[src/rtl/mem_access_unit.sv]
// mem_access_unit: load/store front end between execute stage and a word-wide data memory.
//   clk, rst_n                       clock, asynchronous active-low reset
//   req_valid/req_ready              request handshake (ready only while idle)
//   req_write, req_size, req_unsigned, req_addr, req_wdata
//                                    store flag, 00 byte/01 half/1x word, zero-extend, byte address, right-aligned data
//   resp_valid/resp_ready            response handshake
//   resp_rdata, resp_err             extended load data, {out_of_range, misaligned}
//   mem_address, mem_wdata, mem_read, mem_write, mem_rdata
//                                    word-indexed data memory port
module mem_access_unit #(
    parameter int N = 32,
    parameter int M = 256
) (
    input  logic         clk,
    input  logic         rst_n,
    input  logic         req_valid,
    output logic         req_ready,
    input  logic         req_write,
    input  logic [1:0]   req_size,
    input  logic         req_unsigned,
    input  logic [N-1:0] req_addr,
    input  logic [N-1:0] req_wdata,
    output logic         resp_valid,
    input  logic         resp_ready,
    output logic [N-1:0] resp_rdata,
    output logic [1:0]   resp_err,
    output logic [N-1:0] mem_address,
    output logic [N-1:0] mem_wdata,
    output logic         mem_read,
    output logic         mem_write,
    input  logic [N-1:0] mem_rdata
);
    typedef enum logic [2:0] {IDLE, LOAD, RMW_READ, WRITE, RESP} state_t;
    state_t state, state_next;
    logic         wr;
    logic [1:0]   size;
    logic         uns;
    logic [N-1:0] addr;
    logic [N-1:0] wbuf;
    logic         misaligned;
    logic         out_of_range;
    logic [N-1:0] byte_shift;
    logic [N-1:0] half_shift;
    logic [7:0]   lane_byte;
    logic [15:0]  lane_half;
    logic [N-1:0] load_val;
    logic [N-1:0] lane_mask;
    logic [N-1:0] lane_data;
    logic [N-1:0] merged;
    always_comb begin
        misaligned   = (req_size == 2'b01 && req_addr[0]) || (req_size[1] && req_addr[1:0] != 2'b00);
        out_of_range = {2'b00, req_addr[N-1:2]} >= N'(M);
        byte_shift   = mem_rdata >> {addr[1:0], 3'b000};
        half_shift   = mem_rdata >> {addr[1], 4'b0000};
        lane_byte    = byte_shift[7:0];
        lane_half    = half_shift[15:0];
        load_val     = size == 2'b00 ? {{(N-8){~uns & lane_byte[7]}}, lane_byte} :
                       size == 2'b01 ? {{(N-16){~uns & lane_half[15]}}, lane_half} : mem_rdata;
        // Stored sub-word is replicated across all lanes; the mask picks the target lane(s).
        lane_mask    = size == 2'b00 ? N'(32'h0000_00FF) << {addr[1:0], 3'b000} :
                                       N'(32'h0000_FFFF) << {addr[1], 4'b0000};
        lane_data    = size == 2'b00 ? {4{wbuf[7:0]}} : {2{wbuf[15:0]}};
        merged       = (mem_rdata & ~lane_mask) | (lane_data & lane_mask);
    end
    always_ff @(posedge clk or negedge rst_n)
        if (!rst_n) state <= IDLE;
        else        state <= state_next;
    always_comb begin
        state_next = state;
        case (state)
            IDLE:     if (req_valid)
                          state_next = (misaligned || out_of_range) ? RESP :
                                       !req_write ? LOAD :
                                       req_size[1] ? WRITE : RMW_READ;
            LOAD:     state_next = RESP;
            RMW_READ: state_next = WRITE;
            WRITE:    state_next = RESP;
            RESP:     if (resp_ready) state_next = IDLE;
            default:  state_next = IDLE;
        endcase
    end
    always_comb begin
        req_ready   = state == IDLE;
        resp_valid  = state == RESP;
        mem_read    = state == LOAD || state == RMW_READ;
        mem_write   = state == WRITE;
        mem_address = (mem_read || mem_write) ? {2'b00, addr[N-1:2]} : '0;
        mem_wdata   = mem_write ? wbuf : '0;
    end
    always_ff @(posedge clk or negedge rst_n)
        if (!rst_n) begin
            wr         <= 1'b0;
            size       <= 2'b00;
            uns        <= 1'b0;
            addr       <= '0;
            wbuf       <= '0;
            resp_rdata <= '0;
            resp_err   <= 2'b00;
        end else begin
            case (state)
                IDLE: if (req_valid) begin
                    wr         <= req_write;
                    size       <= req_size;
                    uns        <= req_unsigned;
                    addr       <= req_addr;
                    wbuf       <= req_wdata;
                    resp_rdata <= '0;
                    resp_err   <= {out_of_range, misaligned};
                end
                LOAD:     resp_rdata <= load_val;
                RMW_READ: wbuf <= merged;
                default:  ;
            endcase
        end
endmodule
[config.mk]
export PLATFORM = sky130hd
export DESIGN_NAME = mem_access_unit
export DESIGN_NICKNAME = d
export VERILOG_FILES = /design/src/rtl/mem_access_unit.sv
export SDC_FILE = /design/constraint.sdc
export NUM_CORES = 1
export LEC_CHECK = 0
export ABC_AREA = 1
export CORE_ASPECT_RATIO = 1.5
export CORE_MARGIN = 2
export CORE_UTILIZATION = 25
export DETAILED_ROUTE_END_ITERATION = 10
export PLACE_DENSITY_LB_ADDON = 0.25
export REMOVE_ABC_BUFFERS = 1
export SLEW_MARGIN = 10
export SYNTH_ARGS = -nofsm -noshare
export SYNTH_HDL_FRONTEND = slang
export SYNTH_SLANG_ARGS = --single-unit
[constraint.sdc]
create_clock -name clk -period 4.1 [get_ports clk]
set_input_delay 0.82 -clock clk [delete_from_list [all_inputs] [get_ports clk]]
set_output_delay 0.82 -clock clk [all_outputs]
set_load 0.05 [all_outputs]
==> run_results.csv <==
group,metric,value,unit
clocking,cts_tree,"yes",
sta,fin_skew,0.00609,ns
floorplanning,initial_core_util,25.3,%
worst_hold_path,hp-class,"reg2reg",
clocking,ctsHoldBuffers,0,
floorplanning,io-pin-count,206,
clocking,clock_latency,0.35,ns
clocking,clockBufferDepth,2,
layout,final_cell_count_no_fill,1245,
floorplanning,core_area,23000,µm²
route,vias_per_cell,4.65,
layout,drive_above_1_share,5.19,%
power,ir_worst_vdd,0.303,mV
logic_synthesis,synth_cell_types,30,
route,detail_route.first_pass.iterations,4,
sta,worstMarginPinSlew,1.12,ns
worst_setup_path,critPathCaptureType,"primary output",
worst_setup_path,start_kind,"register",
global_routing,grt.total_usage,17.6,%
logic_synthesis,seq_area_frac_synth,44.7,%
worst_setup_path,path_class,"reg2out",
route,routed_wire_length_per_instance,17.2,µm
floorplanning,die_w,129,µm
power,p_per_area,507,nW/µm²
sta,tns,0,ns
route,drt_iter0_markers,250,
layout,post-route-util,36.2,%
sta,setup_viol,0,
clocking,root_buffer,"clkbuf_16",
logic_synthesis,netlist_instances,783,
global_routing,grt_overflow_total,0,
run,maxCapViolCount,0,
route,drt-total-wl,21400,µm
sta,relSlewSlack,25.1,%
clocking,clk_pin_slew,0.07,ns
worst_setup_path,cp_max_fo,32,
route,drc,0,
worst_setup_path,cp_data_required_time,3.28,ns
placement,dpl.hpwl,16100,µm
sta,fmax,283,MHz
global_routing,grt_pass1_vias,5683,
clocking,postCtsResizedCells,0,
layout,layout_common_cells,"clkdlybuf4s50_1 (202), nand2_1 (188), dfrtp_1 (104)",
global_routing,antenna_found_initial,1,
layout,final_nets,1063,
floorplanning,die-area,24500,µm²
worst_hold_path,whs_path_depth,2,
worst_setup_path,cpPeakStageDelay,0.84,ns
sta,finalMaxSlewViolations,0,
global_routing,grt_max_degree,74,
route,ant_nets,0,
floorplanning,row_count,68,
global_routing,grt_first_pass_wirelength,32800,µm
sta,min_period,3.53,ns
sta,rsz0062_at_grt,"false",
placement,place_congestion,0.845,
sta,fin_crit_sh,86.2,%
layout,layout.cells.most_common,"clkdlybuf4s50_1",
clocking,cts_sinks,104,
logic_synthesis,ys_ff_latch,104,
clocking,cts_setup_buffers,0,
clocking,htree_levels,3,
worst_setup_path,path_cells,"inv_1, nand2_1, nor2_1, inv_1, nor2_1, clkdlybuf4s50_1",
logic_synthesis,synth.avg_cell_area,7.43,µm²
placement,portBuffers,203,
worst_setup_path,rr_worst_depth,5,
logic_synthesis,synth_warnings,0,
logic_synthesis,syn-cell-area,5820,µm²
power,power_leakage,3.77,nW
clocking,cts_buffers,9,
floorplanning,die_y,191,µm
sta,final_hold_viol_count,0,
route,via_count,5789,
worst_setup_path,crit_arrival,2.71,ns
placement,dpl.cell_count,1228,
worst_setup_path,slowest_stage,"clkdlybuf4s50_1",
outcome,status,"complete, no violations",
layout,syn2layout_area_growth,43.1,%
==> cell usage after synthesis <==
cell type	number	area (µm²)
nor2_1	87	327
a21oi_4	2	32.5
a21oi_1	26	130
o21ai_1	20	100
clkbuf_1	17	63.8
nor2_4	1	11.3
nand2_1	188	706
buf_6	4	45.0
buf_4	8	60.1
o21a_1	1	7.51
or2_2	1	6.26
dfrtp_1	104	2600
nand4_1	26	163
inv_2	8	30.0
buf_2	17	85.1
a31oi_1	1	6.26
nor2_8	3	60.1
inv_4	1	6.26
nand2_4	1	11.3
o221ai_1	4	35.0
nand3_1	15	75.1
o211ai_1	16	120
o21ai_0	100	500
a22oi_1	8	60.1
nand2_2	5	31.3
nor2_2	3	18.8
conb_1	1	3.75
inv_1	98	368
a2bb2oi_1	16	140
a21boi_2	1	11.3
==> metrics by stage <==
step	setup WS [ns]	hold slack, ns	area [µm²]	power, mW
after detailed placement	0.933	0.465	8000	3.29
after global routing	0.331	0.504	8330	4.56
final	0.567	0.480	8330	4.22
after floorplan	0.690	0.453	5570	2.68
after global placement	0.999	0.465	8000	3.27
after CTS	0.525	0.484	8320	4.27
==> per-layer routing <==
metal  track usage, %  wire (µm)  up-vias
li1                 -          -     2886
met1             21.6       8860     2689
met2             29.8      10600      195
met3             5.05       1570       19
met4             5.18        427        0
met5                0          0        -
==> logic make-up (layout without fill, tap and decap cells) <==
group	count (synthesis)	count (layout)	synth area share, %
AOI/OAI and AO/OA	195	195	19.7
DFF	104	104	44.7
buffers and inverters	153	333	11.3
other	1	3	0.0645
and+or+nand+nor	330	330	24.2
==> worst max-delay path: cells and delay by family, from the launching register on <==
family | cells | cell delay [ns]
AND/OR/NAND/NOR | 3 | 0.57
flip-flops | 1 | 0.39
buffers and inverters | 3 | 1.41
==> state kept, by name, indices dropped and copies added, names as in the netlist, named ones only <==
name and count:
size 2, resp_err 2, uns 1, addr 32, resp_rdata 32, state 3, wbuf 24
==> path summary, 6_finish.rpt <==
kind | from | endpoint | slack, ns
setup / recovery | state[2]$_DFFE_PN0P_ | mem_wdata[31] | 0.57
hold / removal | resp_rdata[21]$_DFFE_PN0P_ | resp_rdata[21]$_DFFE_PN0P_ | 0.48
setup reg to reg | size[1]$_DFFE_PN0P_ | resp_rdata[11]$_DFFE_PN0P_ | 1.73
hold reg to reg | resp_rdata[21]$_DFFE_PN0P_ | resp_rdata[21]$_DFFE_PN0P_ | 0.48
max in group asynchronous | rst_n | resp_err[0]$_DFFE_PN0P_ | 2.62
min in group asynchronous | rst_n | addr[13]$_DFFE_PN0P_ | 0.63
==> power by group <==
| part | internal (mW) | total (mW) | switching (mW) |
|---|---|---|---|
| clock | 0.552 | 0.966 | 0.413 |
| sequential | 1.36 | 1.57 | 0.216 |
| combinational | 0.549 | 1.68 | 1.14 |
| total | 2.46 | 4.22 | 1.77 |
==> layout make-up <==
cell class / instances / area [µm²]
antenna: 1 / 2.50
clock buffer: 11 / 243
clock inverter: 5 / 80.1
fill: 2474 / 14600
inverter: 107 / 404
multi-input combinational: 527 / 2560
sequential: 104 / 2600
tap: 280 / 350
timing repair buffer: 210 / 2080
No activity file was read; power rests on OpenSTA's default activity.
